===== src/rtl/cmp_wide_seq_if.sv =====
// Request/result handshake bundle for the word-serial wide comparator.
interface cmp_wide_seq_if #(
  parameter int LEN   = 16,
  parameter int WORDS = 4
);
  localparam int W = LEN * WORDS;

  logic         start;
  logic         is_signed;
  logic [W-1:0] a;
  logic [W-1:0] b;
  logic         ready;
  logic         done;
  logic         eq;
  logic         gt;
  logic         lt;

  modport master (
    output start, is_signed, a, b,
    input  ready, done, eq, gt, lt
  );

  modport slave (
    input  start, is_signed, a, b,
    output ready, done, eq, gt, lt
  );
endinterface


===== src/rtl/cmp_wide_seq.sv =====
// Word-serial wide comparator: one LEN-bit comparator stepped from the top word
// down, stopping at the first unequal word. Only the top word honours signed mode.
module cmp_wide_seq #(
  parameter int LEN   = 16,
  parameter int WORDS = 4
) (
  input logic           clk,
  input logic           rst,
  cmp_wide_seq_if.slave bus
);
  localparam int W  = LEN * WORDS;
  localparam int IW = (WORDS > 1) ? $clog2(WORDS) : 1;
  localparam logic [IW-1:0] TOP = IW'(WORDS - 1);

  typedef enum logic [1:0] {IDLE, CMP, FIN} state_t;

  state_t          state;
  logic [W-1:0]    a_q;
  logic [W-1:0]    b_q;
  logic            sgn_q;
  logic [IW-1:0]   idx;
  logic            done_q;
  logic            eq_q;
  logic            gt_q;
  logic            lt_q;

  logic [W-1:0]    a_sh;
  logic [W-1:0]    b_sh;
  logic [LEN-1:0]  wa;
  logic [LEN-1:0]  wb;
  logic            w_eq;
  logic            w_gt;
  logic            w_lt;

  // Shared word comparator; signed only when looking at the top word.
  always_comb begin
    a_sh = a_q >> (int'(idx) * LEN);
    b_sh = b_q >> (int'(idx) * LEN);
    wa   = a_sh[LEN-1:0];
    wb   = b_sh[LEN-1:0];
    w_eq = (wa == wb);
    w_gt = 1'b0;
    w_lt = 1'b0;
    if (idx == TOP && sgn_q) begin
      w_gt = ($signed(wa) > $signed(wb));
      w_lt = ($signed(wa) < $signed(wb));
    end else begin
      w_gt = (wa > wb);
      w_lt = (wa < wb);
    end
  end

  always_ff @(posedge clk or posedge rst) begin
    if (rst) begin
      state  <= IDLE;
      a_q    <= '0;
      b_q    <= '0;
      sgn_q  <= 1'b0;
      idx    <= TOP;
      done_q <= 1'b0;
      eq_q   <= 1'b0;
      gt_q   <= 1'b0;
      lt_q   <= 1'b0;
    end else begin
      case (state)
        IDLE: begin
          done_q <= 1'b0;
          if (bus.start) begin
            a_q   <= bus.a;
            b_q   <= bus.b;
            sgn_q <= bus.is_signed;
            idx   <= TOP;
            state <= CMP;
          end
        end
        CMP: begin
          if (!w_eq) begin
            eq_q   <= 1'b0;
            gt_q   <= w_gt;
            lt_q   <= w_lt;
            done_q <= 1'b1;
            state  <= FIN;
          end else if (idx == '0) begin
            eq_q   <= 1'b1;
            gt_q   <= 1'b0;
            lt_q   <= 1'b0;
            done_q <= 1'b1;
            state  <= FIN;
          end else begin
            idx <= idx - 1'b1;
          end
        end
        FIN: begin
          done_q <= 1'b0;
          state  <= IDLE;
        end
        default: begin
          done_q <= 1'b0;
          state  <= IDLE;
        end
      endcase
    end
  end

  assign bus.ready = (state == IDLE);
  assign bus.done  = done_q;
  assign bus.eq    = eq_q;
  assign bus.gt    = gt_q;
  assign bus.lt    = lt_q;
endmodule


===== src/flat_wrapper.sv =====
// flat-port wrapper written by rule: the top's interface ports become plain ports
module cmp_wide_seq_flat 
#(
  parameter int LEN   = 16,
  parameter int WORDS = 4
)
  (clk, rst, bus_start, bus_is_signed, bus_a, bus_b, bus_ready, bus_done, bus_eq, bus_gt, bus_lt);
  cmp_wide_seq_if #(.LEN(LEN), .WORDS(WORDS)) bus_i ();
  input logic clk;
  input logic rst;
  input wire logic [$bits(bus_i.start)-1:0] bus_start;
  input wire logic [$bits(bus_i.is_signed)-1:0] bus_is_signed;
  input wire logic [$bits(bus_i.a)-1:0] bus_a;
  input wire logic [$bits(bus_i.b)-1:0] bus_b;
  output wire logic [$bits(bus_i.ready)-1:0] bus_ready;
  output wire logic [$bits(bus_i.done)-1:0] bus_done;
  output wire logic [$bits(bus_i.eq)-1:0] bus_eq;
  output wire logic [$bits(bus_i.gt)-1:0] bus_gt;
  output wire logic [$bits(bus_i.lt)-1:0] bus_lt;
  assign bus_i.start = bus_start;
  assign bus_i.is_signed = bus_is_signed;
  assign bus_i.a = bus_a;
  assign bus_i.b = bus_b;
  assign bus_ready = bus_i.ready;
  assign bus_done = bus_i.done;
  assign bus_eq = bus_i.eq;
  assign bus_gt = bus_i.gt;
  assign bus_lt = bus_i.lt;
  cmp_wide_seq #(.LEN(LEN), .WORDS(WORDS)) u_core (.clk(clk), .rst(rst), .bus(bus_i));
endmodule

===== config.mk =====
export PLATFORM = sky130hd
export DESIGN_NAME = cmp_wide_seq_flat
export DESIGN_NICKNAME = d
export VERILOG_FILES = /design/src/rtl/cmp_wide_seq_if.sv /design/src/rtl/cmp_wide_seq.sv /design/src/flat_wrapper.sv
export SDC_FILE = /design/constraint.sdc
export NUM_CORES = 1
export LEC_CHECK = 0
export ABC_AREA = 1
export CAP_MARGIN = 10
export CORE_ASPECT_RATIO = 1.4
export CORE_MARGIN = 2
export CORE_UTILIZATION = 51
export DETAILED_ROUTE_END_ITERATION = 16
export GPL_ROUTABILITY_DRIVEN = 0
export GPL_TIMING_DRIVEN = 0
export MAX_ROUTING_LAYER = met4
export PLACE_DENSITY_LB_ADDON = 0.2
export SYNTH_ARGS = -nofsm -noshare
export SYNTH_HDL_FRONTEND = slang
export SYNTH_SLANG_ARGS = --single-unit

===== constraint.sdc =====
create_clock -name clk -period 5.2 [get_ports clk]
set_input_delay 0.78 -clock clk [delete_from_list [all_inputs] [get_ports clk]]
set_output_delay 0.78 -clock clk [all_outputs]
set_load 0.02 [all_outputs]

Word-level counts from Yosys, hierarchy flattened
Index checks and enable logic that the tools add are counted.
{"block": "totals", "romBits": 0, "reg_bits": 137, "latchBits": 0, "ramBits": 0, "out_inout_bits": 5, "mem_count": 0, "input_bits": 132, "word_cells": 49}
{"block": "classes", "reduce_logical": 8, "n_lt_le_gt_ge": 4, "n_eq_ne": 8, "bitwise_logic": 0, "shifts": 2, "add_sub_neg": 1, "muxes": 17, "mul": 0, "div_mod_pow": 0}
{"cell": "64-bit by 6-bit right shift with 16-bit output", "n": 2}
{"cell": "16-bit greater-than comparator", "n": 2}
{"cell": "16-bit less-than comparator", "n": 2}
{"cell": "16-bit == test", "n": 1}
{"cell": "2-bit 2-to-1 mux", "n": 6}
{"cell": "1-bit 2-to-1 mux", "n": 9}
{"cell": "2-bit one-hot mux with 2 select lines", "n": 2}
{"cell": "2-bit != test (second input constant)", "n": 3}
{"cell": "2-bit AND reduction", "n": 3}
{"cell": "2-bit logical NOT", "n": 2}
{"cell": "4-bit AND reduction", "n": 1}
{"cell": "3-bit != test (second input constant)", "n": 1}
{"cell": "2-bit by 1-bit == test with 1-bit output (second input constant)", "n": 1}
{"cell": "2-bit == test (second input constant)", "n": 1}
{"cell": "2-bit by 1-bit != test with 1-bit output (second input constant)", "n": 1}
{"cell": "2-bit nonzero test", "n": 1}
{"cell": "2-bit by 1-bit subtractor with 2-bit output (second input constant)", "n": 1}
{"cell": "1-bit logical AND", "n": 1}

Logic depth before layout (Yosys ltp)
Gate-level depths: netlist (run 1).
{"block": "logic_depth", "word_depth": 4, "mapped_depth": 19, "ltp_nobuf": 17}

Worst setup path after synthesis (run 1)
OpenSTA, ideal clock, no wires.
{"block": "synth_timing", "path_kind": "register to register", "startpoint": "reg u_core.idx[0]", "endpoint": "reg u_core.idx[0]", "slack_ns": 2.862, "setup_ns": 0.072, "path_stages_with_launch": 15, "period_less_slack_ns": 2.338, "path_buffers": 2, "required_ns": 5.128, "t_arrival_ns": 2.266, "path_cell_list": "dfstp_2 -> buf_2 -> clkinv_1 -> clkbuf_1 -> o21ai_0 -> o22ai_1 -> ha_1 -> nand2_1 -> nor2_1 -> nand2_1 -> nor3b_2 -> nand2_1 -> nand2_2 -> o21ai_0 -> o21ai_1"}
{"block": "synth_between", "elab_chain_len": 4, "elab_cells_between_ends": 11, "cone_classes": "1 x add/sub; 3 x eq/ne; 2 x shift; 3 x mux; 2 x reduce/logical"}
{"element": "start: declaration", "line_no": "cmp_wide_seq.sv:21", "text": "logic [IW-1:0] idx;"}
{"element": "start signal: assignment", "line_no": "cmp_wide_seq.sv:90", "text": "idx <= idx - 1'b1;"}
{"element": "64-bit by 6-bit right shift with 16-bit output (tied with other cells)", "line_no": "cmp_wide_seq.sv:37", "text": "a_sh = a_q >> (int'(idx) * LEN);"}
{"element": "16-bit == test / 2-bit 2-to-1 mux (equally long branches)", "line_no": "cmp_wide_seq.sv:41, cmp_wide_seq.sv:83"}
{"element": "2-bit by 1-bit != test with 1-bit output (no source line) / 2-bit 2-to-1 mux (equally long branches)"}
{"element": "4-bit AND reduction (no source line) / 2-bit one-hot mux with 2 select lines (equally long branches)"}
Several ways; a longest one is shown, not always the timed one. The select of a mux whose other input is x is not followed.
A chain may end at the register's enable or synchronous reset.

Worst setup path in the final report (run 1)
Ends and elaborated chain as after synthesis.

==> out/qor.yml, run 1 <==
sta:
  rsz0062_at_grt: "false"
  finalCritPeriodShare_pct: 59.0
  max_slew.worst_pin.slew_ps: 584
  slew_viol_final: 0
  setup-tns-final_ps: 0
  max-slew-margin-rel_pct: 61.1
  hold_viol_final: 0
  finalClockSkew_ps: 8.01
  finalCriticalPeriod_ps: 3070
  setup_viol: 0
  max_freq_mhz: 326
  whs_ps: 482
die:
  initial_core_util_pct: 52.6
  io-pin-count: 137
  die_x_um: 99.5
  die_area_sq_mm: 0.0137
  num_rows: 48
  fp.dieH_um: 138
  coreArea_sq_mm: 0.0124
hold_path:
  hp-class: "reg -> reg"
  min_from: "u_core.bus.gt"
place:
  io_buffer_count: 136
  place_hpwl_um: 12600
critical_path:
  timing.rr.start: "u_core.idx[0]"
  path_buf_inv: 3
  slowest_delay_ps: 530
  cp_common_cell: "nand2_1"
  startpoint_type: "flip-flop"
  path_cells: "buf_2 > clkbuf_1 > buf_2 > nor2_1 > o22ai_1 > ha_1 > nand2_1 > nor2_1 > nand2_1 > nor3b_2 > nand2_1 > nand2_2 > o21ai_0 > o21ai_1"
  slowest_stage: "dfstp_2"
  cp-startpoint: "u_core.idx[0]"
  required_ps: 5530
  rrSetupSlack_ps: 2130
  cpLargestDelayFamily: "buffers and inverters"
  end_kind: "flip-flop"
  cp.arrival_ps: 3400
  path_class: "reg -> reg"
  critPathMaxFanout: 10
cells_and_area:
  final_cell_mix: "clkdlybuf4s50_1, dfrtp_1, mux2_2"
  nNetsFinal: 906
  layout.cells.most_common: "clkdlybuf4s50_1"
  syn2layout_area_growth_pct: 34.1
  drive_above_1_share_pct: 22.4
  antenna_cells: 0
  nFillCells: 892
yosys:
  syn_inst: 600
  ys_seq_area_share_pct: 52.7
  syn_area_per_cell_sq_um: 10.9
  syn-cell-area_sq_mm: 0.00651
  yosys_warnings: 0
  syn_nets: 750
  synth_seq_cells: 137
  synth.distinct_cells: 25
global_routing:
  grt.overflow.total: 0
  grt_pass1_wl_um: 27100
  grt_max_degree: 95
  first_global_vias: 5388
  track_usage_pct: 27.1
  antenna_found_initial: 0
drt:
  routedWlPerCell_um: 19.0
  drtIter0Drc: 307
  drt_pass1_iterations: 5
  vias: 5076
  drc: 0
  viasPerCell: 5.52
  wl_um: 17400
  ant_nets: 0
cts:
  cts_resized: 0
  hold_buffers: 0
  cts.sinks: 137
  clockBufferDepth: 2
  cts_tree: "built"
  htree_levels: 4
  clk_pin_slew_ps: 60
  cts_setup_buffers: 0
  clk_latency_ps: 420
  cts_root_buf: "clkbuf_16"
  cts_buffers: 17
status:
  status: "complete, no violations"
power:
  pwr-share-comb_pct: 34.1
  p_sw_share_pct: 33.0
  internal_power_w: 0.00284
  ir_drop_v: 0.000236
  pwr-share-clk_pct: 30.5
  leakagePower_nw: 3.84
  seq_power_share_pct: 35.4
  switchingPower_w: 0.00140
  p_per_area_mw_per_mm2: 485
run:
  drv_cap: 0
[through the flow]
step | total power (W) | area (sq um) | utilization, % | worst slack [ps] | std cells
final | 0.00424 | 8730 | 70.6 | 2130 | 919
after CTS | 0.00424 | 8730 | 70.6 | 2140 | 919
after global placement | 0.00287 | 8060 | 65.2 | -950 | 886
after floorplan | 0.00245 | 6510 | - | 755 | 600
after global routing | 0.00447 | 8730 | 70.6 | 1910 | 919
after detailed placement | 0.00293 | 8100 | 65.4 | 2160 | 887
[final timing paths]
path / endpoint / cells after the start
max: u_core.idx[0] / 14
min: u_core.bus.gt / 2
max reg2reg: u_core.idx[0] / 14
min reg2reg: u_core.bus.gt / 2
max in group asynchronous: u_core.b_q[56] / 3
min in group asynchronous: u_core.b_q[19] / 2
[metal layers]
layer | GRT usage, % | vias to the layer above | wire length, um
li1 | - | 2365 | -
met1 | 30.8 | 2461 | 6720
met2 | 47.0 | 205 | 9140
met3 | 5.18 | 45 | 1010
met4 | 10.9 | 0 | 546
met5 | - | - | 0
[synth_stat cells]
master	count	area, sq um
a32o_1	1	10.0
a21o_1	1	7.51
o21ai_0	65	325
a21oi_1	39	195
ha_1	18	225
nand2_1	50	188
o22ai_1	16	100
a21oi_2	1	8.76
nor3_1	1	5.00
buf_2	13	65.1
o21ai_1	1	5.00
nand2_2	1	6.26
mux2_2	96	1080
nor2_1	86	323
nor2_4	1	11.3
inv_1	26	97.6
mux2_4	18	270
clkinv_1	2	7.51
dfrtp_1	135	3380
nand3_1	3	15.0
clkbuf_1	18	67.6
nor3b_2	1	12.5
nand2_4	1	11.3
buf_6	4	45.0
dfstp_2	2	52.6
[kinds of logic after synthesis]
logic type | synth area share [%]
compound gates | 10.0
fa+ha+maj | 3.46
buf+inv | 4.34
flops | 52.7
mux | 20.7
simple gates | 8.78
[area by class of cell]
class,count,area [sq um],area share [%]
Buffer,35,178,2.03
Inverter,28,110,1.26
Sequential cell,137,3430,39.3
Clock inverter,12,171,1.96
Tap cell,150,188,2.15
Clock buffer,20,467,5.34
Multi-Input combinational cell,400,2800,32.1
Timing Repair Buffer,137,1390,15.9
[tightest hold or removal path, cell delays in order (launching register included)]
cell	delay [ps]
dfrtp_1	340
nand2_1	50
nand2_1	50
[power by group through the flow]
stage,Clock (W),Combinational (W),Sequential [W]
after floorplan,0,0.000976,0.00147
after detailed placement,0,0.00142,0.00151
after CTS,0.00130,0.00144,0.00150
final,0.00129,0.00145,0.00150
after global routing,0.00135,0.00159,0.00153
after global placement,0,0.00137,0.00149
[sequential cells by signal, indices dropped and copies added (netlist names)]
| signal | cells |
|---|---|
| u_core.bus.gt | 1 |
| u_core.state | 2 |
| u_core.b_q | 64 |
| u_core.bus.lt | 1 |
| u_core.idx | 2 |
| u_core.bus.eq | 1 |
| u_core.a_q | 64 |
| u_core.bus.done | 1 |
| u_core.sgn_q | 1 |
Note: power is estimated with default switching activity, not from simulation.
==> run 2: changes to the inputs <==
Settings changed: CORE_UTILIZATION 51 to 46.
Clock period 5.2 ns to 2.64 ns, I/O delays scaled along.
==> out/qor.yml, run 2 (synthesis gave the netlist of run 1 again) <==
critical_path:
  cp.arrival_ps: 2870
  end_kind: "flip-flop"
  startpoint_type: "flip-flop"
  timing.rr.start: "u_core.idx[0]"
  required_ps: 2940
  critPathMaxFanout: 10
  path_class: "reg -> reg"
  cp-startpoint: "u_core.idx[0]"
global_routing:
  first_global_vias: 5538
  grt_pass1_wl_um: 28600
  antenna_found_initial: 0
  grt.overflow.total: 0
  grt_max_degree: 40
  track_usage_pct: 25.7
power:
  leakagePower_nw: 4.05
  ir_drop_v: 0.000453
  total_power_w: 0.00903
  p_per_area_mw_per_mm2: 982
sta:
  max_slew.worst_pin.slew_ps: 721
  slew_viol_final: 0
  finalCritPeriodShare_pct: 97.1
  setup-tns-final_ps: 0
  finalClockSkew_ps: 9.14
  max_freq_mhz: 390
  finalCriticalPeriod_ps: 2560
  hold_viol_final: 0
  setup_viol: 0
  setup_ws_ps: 76.3
  max-slew-margin-rel_pct: 51.8
hold_path:
  hp-class: "in -> async"
die:
  num_rows: 51
  die_area_sq_mm: 0.0151
  io-pin-count: 137
  die_x_um: 105
  initial_core_util_pct: 47.0
  coreArea_sq_mm: 0.0138
  fp.dieH_um: 145
place:
  pre_cts_slack_ps: -431
  place_hpwl_um: 13500
  place_inst: 924
  io_buffer_count: 136
cells_and_area:
  nNetsFinal: 921
  area.sequential_sq_mm: 0.00343
  reg_top3: "u_core.a_q (64), u_core.b_q (64)"
  drive_above_1_share_pct: 30.1
  postLayoutCoreUtil_pct: 66.4
  layout.cells.most_common: "clkdlybuf4s50_1"
  syn2layout_area_growth_pct: 41.2
  stdcell_count: 968
  multi_input_area_sq_mm: 0.00293
  final_cell_mix: "clkdlybuf4s50_1, dfrtp_1, mux2_2"
  nFillCells: 1084
  antenna_cells: 0
run:
  drv_cap: 0
drt:
  wl_um: 18400
  ant_nets: 0
  drtIter0Drc: 247
  viasPerCell: 5.40
  vias: 5229
  routedWlPerCell_um: 19.0
  drc: 0
  drt_pass1_iterations: 5
cts:
  clk_pin_slew_ps: 60
  cts_buffers: 17
  htree_levels: 4
  clk_latency_ps: 420
  clockBufferDepth: 2
  cts_root_buf: "clkbuf_16"
  cts_tree: "built"
  cts.sinks: 137
status:
  status: "complete, no violations"
==> run 2: cell count changes in the layout (fill, tap and decap cells not counted), sizes merged <==
cell      change
buf          +30
clkbuf       -14
clkinv        -4
bufinv        +1
clkinvlp      +1
==> run 2: worst paths after layout <==
check	cells after the start	slack, ps	end
min reg2reg	2	500	u_core.bus.gt
max	13	80	u_core.bus.lt
max in group asynchronous	4	1320	u_core.a_q[43]
min in group clk	2	500	u_core.bus.gt
max reg2reg	13	80	u_core.bus.lt
min	2	450	u_core.b_q[3]
==> run 2: final cells by class <==
class,instances,share of cell area [%]
plain buffers,33,3.06
clock buffers,21,5.12
clock inverters,10,2.07
inverters,28,1.29
multi-input cells,400,31.8
flip-flops and latches,137,37.3
well taps,185,2.52
repair buffers,154,16.8
==> run 2: what timing repair did <==
item                                    4_1_cts  5_1_grt
endpoints found under the setup margin        8        8
endpoints found under the hold margin         0        0
pin swaps                                    10       22
setup buffers                                10        5
hold buffers                                  0        0
resized for setup                            44       79
==> run 2: routing by layer <==
metal | GRT usage, % | share of wire, % | up-vias | wire length, um
met5 | - | 0 | - | 0
met3 | 5.33 | 5.1 | 51 | 935
met2 | 44.1 | 52 | 188 | 9600
met1 | 28.7 | 39 | 2593 | 7220
met4 | 12.5 | 3.5 | 0 | 642
li1 | - | - | 2397 | -
==> run 2: metrics by stage <==
| step | hold slack (ps) | cell area (sq um) |
|---|---|---|
| after detailed placement | 482 | 8170 |
| final | 449 | 9200 |
| after global placement | 470 | 8110 |
| after CTS | 468 | 9010 |
| after floorplan | 474 | 6520 |
| after global routing | 507 | 9200 |
==> run 2: critical path, cell delays in order (launching register included) <==
cell	delay (ps)
dfstp_2	660
buf_6	160
buf_8	130
nand2_1	60
o21ai_1	140
a21oi_2	100
ha_1	310
nand2_1	70
nor2_2	130
nand2_2	80
nor3b_4	250
nor2_1	140
a21oi_1	180
a21oi_2	50
==> run 2: power by group <==
group | switching [W] | leakage (nW) | total [W] | internal, W
Clock | 0.000901 | 0.312 | 0.00265 | 0.00175
Sequential | 0.000331 | 1.59 | 0.00299 | 0.00266
Combinational | 0.00179 | 2.15 | 0.00339 | 0.00161
